File: src/rtl/sprite_line_reader_if.sv
// Descriptor RAM read port between the sprite line reader and the sprite
// descriptor RAM. Read data is returned one cycle after rd_en.
interface sprite_line_reader_if;
  logic        rd_en;
  logic [2:0]  rd_addr;
  logic [31:0] rd_data;

  modport master (output rd_en, output rd_addr, input rd_data);
  modport slave  (input rd_en, input rd_addr, output rd_data);
endinterface

File: src/rtl/sprite_line_reader.sv
// Sprite line reader: scans the 8 descriptor slots during hblank, keeps up to
// MAX_PER_LINE sprites crossing the next line, and resolves per pixel which
// sprite (lowest slot) covers it, producing the sprite-sheet ROM address.
module sprite_line_reader #(
  parameter int SPRITE_LOG2  = 5,
  parameter int MAX_PER_LINE = 4
) (
  input  logic                  clk,
  input  logic                  reset,
  input  logic                  line_start,
  input  logic [9:0]            next_y,
  input  logic                  pixel_valid,
  input  logic [9:0]            pixel_x,
  sprite_line_reader_if.master  ram,
  output logic                  scan_busy,
  output logic                  sprite_hit,
  output logic [2:0]            sprite_slot,
  output logic [15:0]           sprite_rom_addr,
  output logic                  line_overflow
);

  localparam int          CW   = $clog2(MAX_PER_LINE + 1);
  localparam logic [10:0] EDGE = 11'(1 << SPRITE_LOG2);

  typedef enum logic {IDLE, FETCH} state_t;

  state_t      state_q, state_d;
  logic [3:0]  cnt_q, cnt_d;
  logic [9:0]  y_q, y_d;
  logic        start, commit;

  // Staging buffer (filled during the scan) and active buffer (used for pixels)
  logic [9:0]  stg_x_q[MAX_PER_LINE], res_x[MAX_PER_LINE], act_x_q[MAX_PER_LINE];
  logic [4:0]  stg_dy_q[MAX_PER_LINE], res_dy[MAX_PER_LINE], act_dy_q[MAX_PER_LINE];
  logic [2:0]  stg_row_q[MAX_PER_LINE], res_row[MAX_PER_LINE], act_row_q[MAX_PER_LINE];
  logic [2:0]  stg_col_q[MAX_PER_LINE], res_col[MAX_PER_LINE], act_col_q[MAX_PER_LINE];
  logic [2:0]  stg_slot_q[MAX_PER_LINE], res_slot[MAX_PER_LINE], act_slot_q[MAX_PER_LINE];
  logic [CW-1:0] stg_cnt_q, res_cnt, act_cnt_q;
  logic        stg_ovf_q, res_ovf, ovf_q;

  logic        hit_q;
  logic [2:0]  slot_q;
  logic [15:0] addr_q;

  // Descriptor fields of the word returned for slot cnt_q-1
  logic        eval, cand;
  logic [9:0]  w_x, w_y;
  logic [10:0] w_dy;
  logic        unused_rsvd;

  assign eval        = (state_q == FETCH) && (cnt_q != 4'd0);
  assign w_x         = ram.rd_data[25:16];
  assign w_y         = ram.rd_data[15:6];
  assign w_dy        = {1'b0, y_q} - {1'b0, w_y};
  assign cand        = eval && ram.rd_data[31] && (y_q >= w_y) && (w_dy < EDGE);
  assign unused_rsvd = ^ram.rd_data[30:26];

  assign ram.rd_en   = (state_q == FETCH) && !cnt_q[3];
  assign ram.rd_addr = ram.rd_en ? cnt_q[2:0] : 3'd0;
  assign scan_busy   = (state_q == FETCH);

  // Scan FSM: slot counter, latched line, start/commit decisions
  always_comb begin
    state_d = state_q;
    cnt_d   = cnt_q;
    y_d     = y_q;
    start   = 1'b0;
    commit  = 1'b0;
    case (state_q)
      IDLE: begin
        if (line_start) start = 1'b1;
      end
      FETCH: begin
        if (cnt_q == 4'd8) begin
          commit  = 1'b1;
          state_d = IDLE;
        end else begin
          cnt_d = cnt_q + 4'd1;
        end
        if (line_start) start = 1'b1;
      end
      default: state_d = IDLE;
    endcase
    if (start) begin
      state_d = FETCH;
      cnt_d   = 4'd0;
      y_d     = next_y;
    end
  end

  // Staging insertion: append a candidate or flag overflow when full
  always_comb begin
    res_x    = stg_x_q;
    res_dy   = stg_dy_q;
    res_row  = stg_row_q;
    res_col  = stg_col_q;
    res_slot = stg_slot_q;
    res_cnt  = stg_cnt_q;
    res_ovf  = stg_ovf_q;
    if (cand) begin
      if (stg_cnt_q < CW'(MAX_PER_LINE)) begin
        for (int i = 0; i < MAX_PER_LINE; i++) begin
          if (stg_cnt_q == CW'(i)) begin
            res_x[i]    = w_x;
            res_dy[i]   = w_dy[4:0];
            res_row[i]  = ram.rd_data[5:3];
            res_col[i]  = ram.rd_data[2:0];
            res_slot[i] = cnt_q[2:0] - 3'd1;
          end
        end
        res_cnt = stg_cnt_q + CW'(1);
      end else begin
        res_ovf = 1'b1;
      end
    end
  end

  // Per-entry pixel match against the active buffer
  logic        hit_w[MAX_PER_LINE];
  logic [10:0] dx_w[MAX_PER_LINE];
  for (genvar g = 0; g < MAX_PER_LINE; g++) begin : g_match
    assign dx_w[g]  = {1'b0, pixel_x} - {1'b0, act_x_q[g]};
    assign hit_w[g] = pixel_valid && (CW'(g) < act_cnt_q) &&
                      (pixel_x >= act_x_q[g]) && (dx_w[g] < EDGE);
  end

  // Priority pick: lowest entry index (lowest slot) wins
  logic        win;
  logic [2:0]  win_slot;
  logic [15:0] win_addr;
  always_comb begin
    win      = 1'b0;
    win_slot = 3'd0;
    win_addr = 16'd0;
    for (int i = MAX_PER_LINE - 1; i >= 0; i--) begin
      if (hit_w[i]) begin
        win      = 1'b1;
        win_slot = act_slot_q[i];
        win_addr = {act_row_q[i], act_col_q[i], act_dy_q[i], dx_w[i][4:0]};
      end
    end
  end

  // Control state, counts and registered pixel result
  always_ff @(posedge clk) begin
    if (reset) begin
      state_q   <= IDLE;
      cnt_q     <= 4'd0;
      stg_cnt_q <= '0;
      stg_ovf_q <= 1'b0;
      act_cnt_q <= '0;
      ovf_q     <= 1'b0;
      hit_q     <= 1'b0;
      slot_q    <= 3'd0;
      addr_q    <= 16'd0;
    end else begin
      state_q   <= state_d;
      cnt_q     <= cnt_d;
      stg_cnt_q <= start ? '0 : res_cnt;
      stg_ovf_q <= start ? 1'b0 : res_ovf;
      if (commit) begin
        act_cnt_q <= res_cnt;
        ovf_q     <= res_ovf;
      end
      hit_q  <= win;
      slot_q <= win_slot;
      addr_q <= win_addr;
    end
  end

  // Buffer contents; only the counts above decide which entries are live
  always_ff @(posedge clk) begin
    y_q        <= y_d;
    stg_x_q    <= res_x;
    stg_dy_q   <= res_dy;
    stg_row_q  <= res_row;
    stg_col_q  <= res_col;
    stg_slot_q <= res_slot;
    if (commit) begin
      act_x_q    <= res_x;
      act_dy_q   <= res_dy;
      act_row_q  <= res_row;
      act_col_q  <= res_col;
      act_slot_q <= res_slot;
    end
  end

  assign sprite_hit      = hit_q && !scan_busy;
  assign sprite_slot     = sprite_hit ? slot_q : 3'd0;
  assign sprite_rom_addr = sprite_hit ? addr_q : 16'd0;
  assign line_overflow   = ovf_q;

endmodule

File: src/flat_wrapper.sv
// flat-port wrapper written by rule: the top's interface ports become plain ports
module sprite_line_reader_flat 
#(
  parameter int SPRITE_LOG2  = 5,
  parameter int MAX_PER_LINE = 4
)
  (clk, reset, line_start, next_y, pixel_valid, pixel_x, scan_busy, sprite_hit, sprite_slot, sprite_rom_addr, line_overflow, ram_rd_en, ram_rd_addr, ram_rd_data);
  sprite_line_reader_if ram_i ();
  input  logic clk;
  input  logic reset;
  input  logic line_start;
  input  logic [9:0] next_y;
  input  logic pixel_valid;
  input  logic [9:0] pixel_x;
  output logic scan_busy;
  output logic sprite_hit;
  output logic [2:0] sprite_slot;
  output logic [15:0] sprite_rom_addr;
  output logic line_overflow;
  output wire logic [$bits(ram_i.rd_en)-1:0] ram_rd_en;
  output wire logic [$bits(ram_i.rd_addr)-1:0] ram_rd_addr;
  input wire logic [$bits(ram_i.rd_data)-1:0] ram_rd_data;
  assign ram_rd_en = ram_i.rd_en;
  assign ram_rd_addr = ram_i.rd_addr;
  assign ram_i.rd_data = ram_rd_data;
  sprite_line_reader #(.SPRITE_LOG2(SPRITE_LOG2), .MAX_PER_LINE(MAX_PER_LINE)) u_core (.clk(clk), .reset(reset), .line_start(line_start), .next_y(next_y), .pixel_valid(pixel_valid), .pixel_x(pixel_x), .ram(ram_i), .scan_busy(scan_busy), .sprite_hit(sprite_hit), .sprite_slot(sprite_slot), .sprite_rom_addr(sprite_rom_addr), .line_overflow(line_overflow));
endmodule
File: config.mk
export PLATFORM = sky130hd
export DESIGN_NAME = sprite_line_reader_flat
export DESIGN_NICKNAME = d
export VERILOG_FILES = /design/src/rtl/sprite_line_reader_if.sv /design/src/rtl/sprite_line_reader.sv /design/src/flat_wrapper.sv
export SDC_FILE = /design/constraint.sdc
export NUM_CORES = 1
export LEC_CHECK = 0
export CELL_PAD_IN_SITES_DETAIL_PLACEMENT = 2
export CELL_PAD_IN_SITES_GLOBAL_PLACEMENT = 2
export CORE_ASPECT_RATIO = 2
export CORE_MARGIN = 1
export CORE_UTILIZATION = 40
export CTS_CLUSTER_SIZE = 24
export DETAILED_ROUTE_END_ITERATION = 8
export HOLD_SLACK_MARGIN = 0.03
export PLACE_DENSITY = 0.83
export SETUP_SLACK_MARGIN = 0.3
export SLEW_MARGIN = 20
export SYNTH_ARGS = -nofsm -noshare
export SYNTH_HDL_FRONTEND = slang
export SYNTH_SLANG_ARGS = --single-unit
File: constraint.sdc
create_clock -name clk -period 6 [get_ports clk]
set_clock_uncertainty 0.2 [all_clocks]
set_input_delay 0.9 -clock clk [delete_from_list [all_inputs] [get_ports clk]]
set_output_delay 0.9 -clock clk [all_outputs]
set_load 0.05 [all_outputs]
Yosys cells after proc, flatten, opt, wreduce, memory -nomap -nowiden

Index checks and enable logic that the tools add are counted.

Magnitude comparators: 15
Reductions and logical operators: 24
Add/subtract/negate cells: 8
Bitwise gates (word level): 1
Mux-type cells: 55
Eq/ne operators: 4

Operator list:

| cell                  | number |
|---|---|
| $mux W16              | 5 |
| $mux W40              | 2 |
| $mux W12              | 6 |
| $mux W3               | 20 |
| $lt A11 B6 Y1 const B | 5 |
| $sub A10 B10 Y11      | 5 |
| $ge A10 B10 Y1        | 5 |
| $mux W10              | 4 |
| $mux W20              | 2 |
| $mux W5               | 4 |
| $logic_and A1 B1 Y1   | 18 |
| $mux W1               | 12 |
| $eq A3 B2 Y1 const B  | 2 |
| $lt A1 B3 Y1 const A  | 2 |
| $lt A2 B3 Y1 const A  | 2 |
| $add A4 B1 Y4 const B | 1 |
| $eq A4 B4 Y1 const B  | 1 |
| $reduce_bool A4 Y1    | 1 |
| $add A3 B1 Y3 const B | 1 |
| $eq A3 B1 Y1 const B  | 1 |
| $logic_not A3 Y1      | 1 |
| $lt A3 B3 Y1 const B  | 1 |
| $sub A3 B1 Y3 const B | 1 |
| $logic_not A1 Y1      | 2 |
| 3 further kinds       | 3 |

Register bits after elaboration: 235
Bits of input ports: 56

Depth between registers and ports, before layout

Gate-level depths: netlist of the first run.

Depth in word-level cells: 8
Gate-level depth with buffers: 15

Worst setup path after synthesis of the first run

Ideal clock, no wire load.

Path kind: register to register
Start: register u_core.state_q (netlist: u_core.scan_busy)
End: register u_core.act_col_q[0] (netlist name), enable pin
Setup time: 499 ps
Cell stages (with the launch flop): 3
Clock period less this slack: 4451 ps
Arrival: 3752 ps
Path slack: 1549 ps
Cells stage by stage: dfxtp_1 > and3_1 > clkbuf_1

Longest elaborated chain between the ends: 1

RTL lines:

| element                  | line                      | source |
|---|---|---|
| start: declaration       | sprite_line_reader.sv:27  | `state_t state_q, state_d;` |
| start signal: assignment | sprite_line_reader.sv:157 | `state_q <= state_d;` |
| $mux W1                  | sprite_line_reader.sv:69  | `case (state_q)` |
| via u_core.commit        | sprite_line_reader.sv:30  | `logic start, commit;` |
| end signal: assignment   | sprite_line_reader.sv:183 | `act_col_q <= res_col;` |
| end: declaration         | sprite_line_reader.sv:36  | `logic [2:0] stg_col_q[MAX_PER_LINE], res_col[MAX_PER_LINE], act_col_q[MAX_PER_LINE];` |

The timed path passes the listed nets, and every way through them passes these cells.
A chain may end at the register's enable or synchronous reset.

Final worst setup path of the first run

Start: input pixel_x[1]
End: register u_core.addr_q[12]

Longest elaborated chain between the ends: 7
Elaborated cells between the ends (all ways): 24
Classes of those cells: add/sub (4); order compare (8); mux (4); reduce/logical (8)

RTL lines:

| element                                                     | line                                                 | source |
|---|---|---|
| start: declaration                                          | flat_wrapper.sv:14                                   | `input logic [9:0] pixel_x;` |
| $sub A10 B10 Y11 / $ge A10 B10 Y1 (equally long branches)   | sprite_line_reader.sv:122, sprite_line_reader.sv:124 |  |
| $lt A11 B6 Y1 / $logic_and A1 B1 Y1 (equally long branches) | sprite_line_reader.sv:124, sprite_line_reader.sv:123 |  |
| $logic_and A1 B1 Y1                                         | sprite_line_reader.sv:124                            | `(pixel_x >= act_x_q[g]) && (dx_w[g] < EDGE);` |
| $mux W16 (3 in series)                                      | sprite_line_reader.sv:136                            | `if (hit_w[i]) begin` |
| $mux W16 *                                                  | sprite_line_reader.sv:136                            |  |
| end signal: assignment                                      | sprite_line_reader.sv:167                            | `addr_q <= win_addr;` |
| end: declaration                                            | sprite_line_reader.sv:43                             | `logic [15:0] addr_q;` |

Mark *: on every way between the ends. The rest lies on a longest branch, timed or not.

==> results of run 1 <==
==> placed cells by master, fill, tap and decap left out, types with 19 or more instances in the layout <==
cell / count
clkbuf_16: 23
mux2_4: 48
dfxtp_1: 129
a221oi_1: 19
or3_1: 22
a21oi_1: 41
o21ai_0: 32
mux2_2: 34
and2_1: 23
xnor2_1: 19
inv_1: 70
ha_1: 56
nor2_1: 47
nand2_1: 56
clkdlybuf4s50_1: 76
edfxtp_1: 106
==> routing by layer <==
metal | part of all wire | up-vias
li1 | - | 3312
met1 | 0.35 | 3623
met2 | 0.57 | 145
met3 | 0.026 | 71
met4 | 0.051 | 2
met5 | 0.00041 | -
==> sequential cells by signal, indices dropped and copies added (netlist names), 4 cells and up <==
| signal | cells |
|---|---|
| u_core.act_row_q | 12 |
| u_core.act_slot_q | 12 |
| u_core.act_col_q | 12 |
| u_core.stg_col_q | 12 |
| u_core.stg_dy_q | 20 |
| u_core.act_dy_q | 20 |
| u_core.stg_slot_q | 12 |
| u_core.y_q | 10 |
| u_core.addr_q | 16 |
| u_core.cnt_q | 4 |
| u_core.stg_x_q | 40 |
| u_core.act_x_q | 40 |
| u_core.stg_row_q | 12 |
==> final timing paths <==
path                            from            endpoint  cells after the start  slack, ns
setup / recovery          pixel_x[1]   u_core.addr_q[12]                     13       1.25
hold / removal    u_core.stg_x_q[34]  u_core.stg_x_q[34]                      1       0.27
setup reg to reg  u_core.act_x_q[22]    u_core.addr_q[2]                      9       1.98
hold reg to reg   u_core.stg_x_q[34]  u_core.stg_x_q[34]                      1       0.27
==> worst register-to-register path, stage by stage, from the launching register on <==
cell and delay [ns]:
edfxtp_1 0.38, inv_1 0.14, ha_1 0.31, nor2b_1 0.17
o31ai_1 0.45, a21boi_0 0.20, o31ai_1 0.44, or4_1 0.88
nor2_1 0.12, o41ai_1 0.57
==> cells by family after synthesis <==
logic type	count (synthesis)	synth area share
simple gates	210	0.0982
mux	85	0.107
xor+xnor	27	0.0223
fa+ha+maj	61	0.0755
buf+inv	101	0.0492
compound gates	161	0.104
flops	235	0.544
==> through the flow <==
stage                     hold slack [ns]  worst slack [ns]  power, W  instance area, sq um
final                               0.272              1.25   0.00347                 12400
after global routing                0.286              1.17   0.00358                 12400
after CTS                           0.273              1.29   0.00351                 12400
after detailed placement            0.257             0.845   0.00197                 11600
after global placement              0.236             0.920   0.00196                 11600
after floorplan                     0.224              1.55   0.00186                 10600
==> cell type report <==
class                   count  area [sq um]  share of cell area
clock buffers              26           597              0.0480
clock inverters            15           188              0.0151
inverters                  70           263              0.0211
multi-input cells         544          4340               0.349
flip-flops and latches    235          5770               0.464
well taps                 344           430              0.0346
repair buffers             88           851              0.0684
==> power breakdown <==
| group | switching, W | leakage [nW] | internal (W) | total [W] |
|---|---|---|---|---|
| registers | 0.00000616 | 2.22 | 0.00167 | 0.00168 |
| logic | 0.000148 | 2.39 | 0.000111 | 0.000259 |
| clock network | 0.000638 | 0.384 | 0.000893 | 0.00153 |
==> flow_summary.ini, run 1 <==
[route]
drtAntennaViolNets = 0
drt-initial-drc-count = 224
wl_mm = 31.5
wl_per_cell_um = 23.8
drt-pass1-iter-count = 5
vias_per_cell = 5.41
drcViolationCount = 0
vias = 7153

[place]
placedCellCount = 1281
port_buffers = 76
dp_hpwl_mm = 21.1
gp_congestion = 0.805

[timing]
worstMarginPinSlew_ns = 1.08
min_period_over_period = 0.792
rsz0062_at_grt = no
max_slew_margin = 0.279
finalCriticalPeriod_ns = 4.75
setup_violations = 0
clock.fmax_mhz = 210
hold_violations = 0
drv_slew = 0
setup_tns_ns = 0

[floorplanning]
rows = 84
initial_core_util = 0.405
die_area_sq_um = 27200
ioPinCount = 82
die_h_um = 232
die_width_um = 117
core_area_sq_um = 26200

[clock_network]
cts_tree = done
clock_latency_ns = 0.53
cts_max_path_buffers = 3
htree_levels = 1
ctsResizeCount = 0
cts_setup_buffers = 0
postCtsHoldBufs = 0
cts_sinks = 235
clk_pin_slew_ns = 0.06
cts_buffers = 23
root_buffer = clkbuf_16

[synth]
ys.flop_type = dfxtp_1
synthTopCellsByArea = edfxtp_1 (30%), dfxtp_1 (24%), mux2_4 (6.8%)
yosysTopAreaCellShare = 0.300
yosys_warnings = 0
ys_seq_area_frac = 0.544
ys_top_cells_by_count = dfxtp_1 (129), edfxtp_1 (106), inv_1 (70)
syn_inst = 880
synthDistinctLibCells = 61
synth_seq_cells = 235
postSynth.asyncResetShare = 0
yosys.area.top_type = edfxtp_1
syn_nets = 997
synth_most_common_cell = dfxtp_1
synth_edf_count = 106
avgSynthCellArea_sq_um = 12.0
synthesis.area_sq_um = 10600

[outcome]
status = complete, no violations

[run]
drv_cap = 0

[worst_setup_path]
crit_type = input pin to register
cp_common_cell = inv_1
crit_family = compound AO/OA/AOI/OAI gates
path_max_fanout = 21
arrival_ns = 4.95
crit_required_ns = 6.19
cp-end-kind = register
critPathMaxStageDelay_ns = 0.67
critPathBufInv = 4
worst_path_max_delay_cell = clkdlybuf4s50_1
worstPathCellList = clkdlybuf4s50_1 > inv_1 > fa_1 > inv_1 > a21o_1 > a41oi_1 > a2bb2oi_1 > a2111o_1 > nor3_2 > buf_4 > a221oi_1 > or3_1 > a21oi_1
startpoint_type = input pin

[pwr]
p_leak_nw = 5.00
power_density_nw_per_um2 = 279
vdd_drop_max_uv = 218

[min_path]
holdCritPathClass = register to register

[global_routing]
grtUsageMet2 = 0.476
grt_use_total = 0.242
grt_pass1_vias = 8271
grt_pass1_wl_mm = 47.7
globalRouteOverflowTotal = 0
use_met3 = 0.0274
top_usage_layer = met2
grt_max_degree = 70
antenna_found_initial = 1
use_met1 = 0.234

[final_layout]
layout-drive-gt1-share = 0.145
stdcell_count = 1322
fin_util = 0.475
layout.nets = 1079
antenna-diode-count = 0
area_growth_pct = 17.3
n_fill_cell = 2567
Note: power is estimated with default switching activity, not from simulation.
==> run 2, diff against run 1 <==
--- a/config.mk
+++ b/config.mk
@@ -9,11 +9,11 @@
 export CELL_PAD_IN_SITES_GLOBAL_PLACEMENT = 2
 export CORE_ASPECT_RATIO = 2
 export CORE_MARGIN = 1
-export CORE_UTILIZATION = 40
+export CORE_UTILIZATION = 36
 export CTS_CLUSTER_SIZE = 24
 export DETAILED_ROUTE_END_ITERATION = 8
 export HOLD_SLACK_MARGIN = 0.03
-export PLACE_DENSITY = 0.83
+export PLACE_DENSITY = 0.8
 export SETUP_SLACK_MARGIN = 0.3
 export SLEW_MARGIN = 20
 export SYNTH_ARGS = -nofsm -noshare
==> constraint.sdc (replaced) <==
create_clock -name clk -period 4.3 [get_ports clk]
set_clock_uncertainty 0.2 [all_clocks]
set_input_delay 0.645 -clock clk [delete_from_list [all_inputs] [get_ports clk]]
set_output_delay 0.645 -clock clk [all_outputs]
set_load 0.05 [all_outputs]
==> run 2 against run 1 <==
Via count is 2.7% higher. Clock-buffer cell count decreased by 1. Largest power group unchanged. Non-clock buffer count rose by 40. Worst hold slack improved by 0.0011 ns. Highest routed layer is now met4.
==> flow_summary.ini, run 2 (synthesis gave the netlist of run 1 again) <==
[outcome]
status = complete, no violations

[final_layout]
antenna-diode-count = 0
seqCellArea_sq_um = 5770
stdcell_count = 1377
multi_input_area_sq_um = 4410
area_growth_pct = 22.4
n_fill_cell = 2917
layout-drive-gt1-share = 0.193
final_common_cell = dfxtp_1
final_cell_mix = dfxtp_1 (129), edfxtp_1 (106), clkdlybuf4s50_1 (76)
layout.nets = 1118
reg_top3 = u_core.act_x_q: 40 flops, u_core.stg_x_q: 40 flops

[pwr]
p_comb_frac = 0.080
p_leak_nw = 5.27
p_clk_frac = 0.448
vdd_drop_max_uv = 255
switching_share = 0.228
p_seq_frac = 0.472
p_int_w = 0.00383
power_density_nw_per_um2 = 383
power.switching_w = 0.00113

[min_path]
whs_path_depth = 1
holdCritPathClass = register to register
worstHoldStart = u_core.stg_x_q[29]

[clock_network]
cts_buffers = 22
root_buffer = clkbuf_16
htree_levels = 1
cts_tree = done
postCtsHoldBufs = 0
cts_max_path_buffers = 3
clock_latency_ns = 0.53
cts_sinks = 235
clk_pin_slew_ns = 0.07

[floorplanning]
initial_core_util = 0.368
ioPinCount = 82
rows = 88
core_area_sq_um = 28800
die_width_um = 123
die_area_sq_um = 30200
die_h_um = 245

[worst_setup_path]
path_max_fanout = 18
arrival_ns = 4.17
cp-end-kind = register
regToRegStartpoint = u_core.act_x_q[10]
crit_type = input pin to register
critPathMaxStageDelay_ns = 0.49
startpoint = pixel_x[1]
crit_required_ns = 4.55
r2r_cells = 12
worstPathCellList = clkdlybuf4s50_1 > buf_4 > buf_4 > ha_1 > nor2b_2 > o211ai_1 > a221oi_1 > a21boi_0 > a2111oi_2 > o311a_1 > buf_12 > a221oi_1 > or3_1 > a21oi_1
worst_path_max_delay_cell = clkdlybuf4s50_1
startpoint_type = input pin

[route]
vias_per_cell = 5.34
wl_mm = 31.9
drcViolationCount = 0
drtAntennaViolNets = 0
drt-pass1-iter-count = 6
wl_per_cell_um = 23.2
vias = 7349
drt-initial-drc-count = 280

[place]
dp_hpwl_mm = 22.1
placedCellCount = 1335
port_buffers = 76
gp_congestion = 0.791

[timing]
setup_violations = 0
fin_hold_ws_ns = 0.273
worstMarginPinSlew_ns = 0.925
drv_slew = 0
min_period_over_period = 0.912
clock.fmax_mhz = 255
hold_violations = 0
rsz0062_at_grt = yes
max_slew_margin = 0.380
finalCriticalPeriod_ns = 3.92

[global_routing]
grt_max_degree = 45
globalRouteOverflowTotal = 0
grt_pass1_vias = 8607
antenna_found_initial = 0
grt_pass1_wl_mm = 48.4
grt_use_total = 0.219

[run]
drv_cap = 0
-- run 2: cell types whose count changed in the layout (fill, tap and decap cells not counted), moves of 4 or more --
cell	previous run	this run
a221oi_1	19	15
a221oi_2	0	4
buf_12	0	9
buf_4	12	43
-- run 2: per-stage QoR --
step | total power (W) | utilization | area, sq um | TNS (ns) | setup slack [ns]
2_1_floorplan | 0.00260 | - | 10600 | 0 | 0.677
3_3_place_gp | 0.00276 | 0.418 | 12100 | -1.76 | -0.149
3_5_place_dp | 0.00278 | 0.418 | 12100 | -4.48 | -0.249
4_1_cts | 0.00502 | 0.447 | 12900 | 0 | 0.309
5_1_grt | 0.00512 | 0.450 | 13000 | 0 | 0.283
6_report | 0.00496 | 0.450 | 13000 | 0 | 0.377
-- run 2: path summary, 6_finish.rpt --
kind | slack, ns | to
max | 0.38 | u_core.addr_q[14]
max reg2reg | 0.70 | u_core.addr_q[14]
min reg2reg | 0.27 | u_core.stg_x_q[29]
min | 0.27 | u_core.stg_x_q[29]
-- run 2: layout make-up --
class | count | area share
multi-input cells | 544 | 0.340
flip-flops and latches | 235 | 0.444
clock inverters | 15 | 0.0167
inverters | 70 | 0.0203
repair buffers | 128 | 0.0974
clock buffers | 25 | 0.0465
well taps | 360 | 0.0347
-- run 2: what timing repair did --
| action | in CTS | in global routing |
|---|---|---|
| setup endpoints to repair | 13 | 19 |
| pin swaps | 3 | 4 |
| resized for setup | 3 | 13 |
| setup buffers | 1 | 1 |
| hold endpoints to repair | 0 | 0 |
-- run 2: power groups by stage --
stage | combinational [W] | clock (W) | sequential (W)
5_1_grt | 0.000431 | 0.00234 | 0.00234
3_3_place_gp | 0.000364 | 0 | 0.00239
4_1_cts | 0.000397 | 0.00228 | 0.00234
3_5_place_dp | 0.000385 | 0 | 0.00239
2_1_floorplan | 0.000206 | 0 | 0.00239
6_report | 0.000397 | 0.00222 | 0.00234
-- run 2: worst max-delay path: cells and delay by family --
| kind | cells | cell delay, ns |
|---|---|---|
| AO/OA/AOI/OAI | 7 | 1.62 |
| adder cells (fa/ha/maj) | 1 | 0.28 |
| AND/OR/NAND/NOR | 2 | 0.62 |
| buffers and inverters | 4 | 0.99 |
-- run 2: metal layers --
| layer | global-route usage | up-vias | wire [um] |
|---|---|---|---|
| li1 | - | 3391 | - |
| met1 | 0.208 | 3695 | 10900 |
| met2 | 0.429 | 179 | 18200 |
| met3 | 0.0281 | 84 | 1050 |
| met4 | 0.128 | 0 | 1770 |
| met5 | 0 | - | 0 |
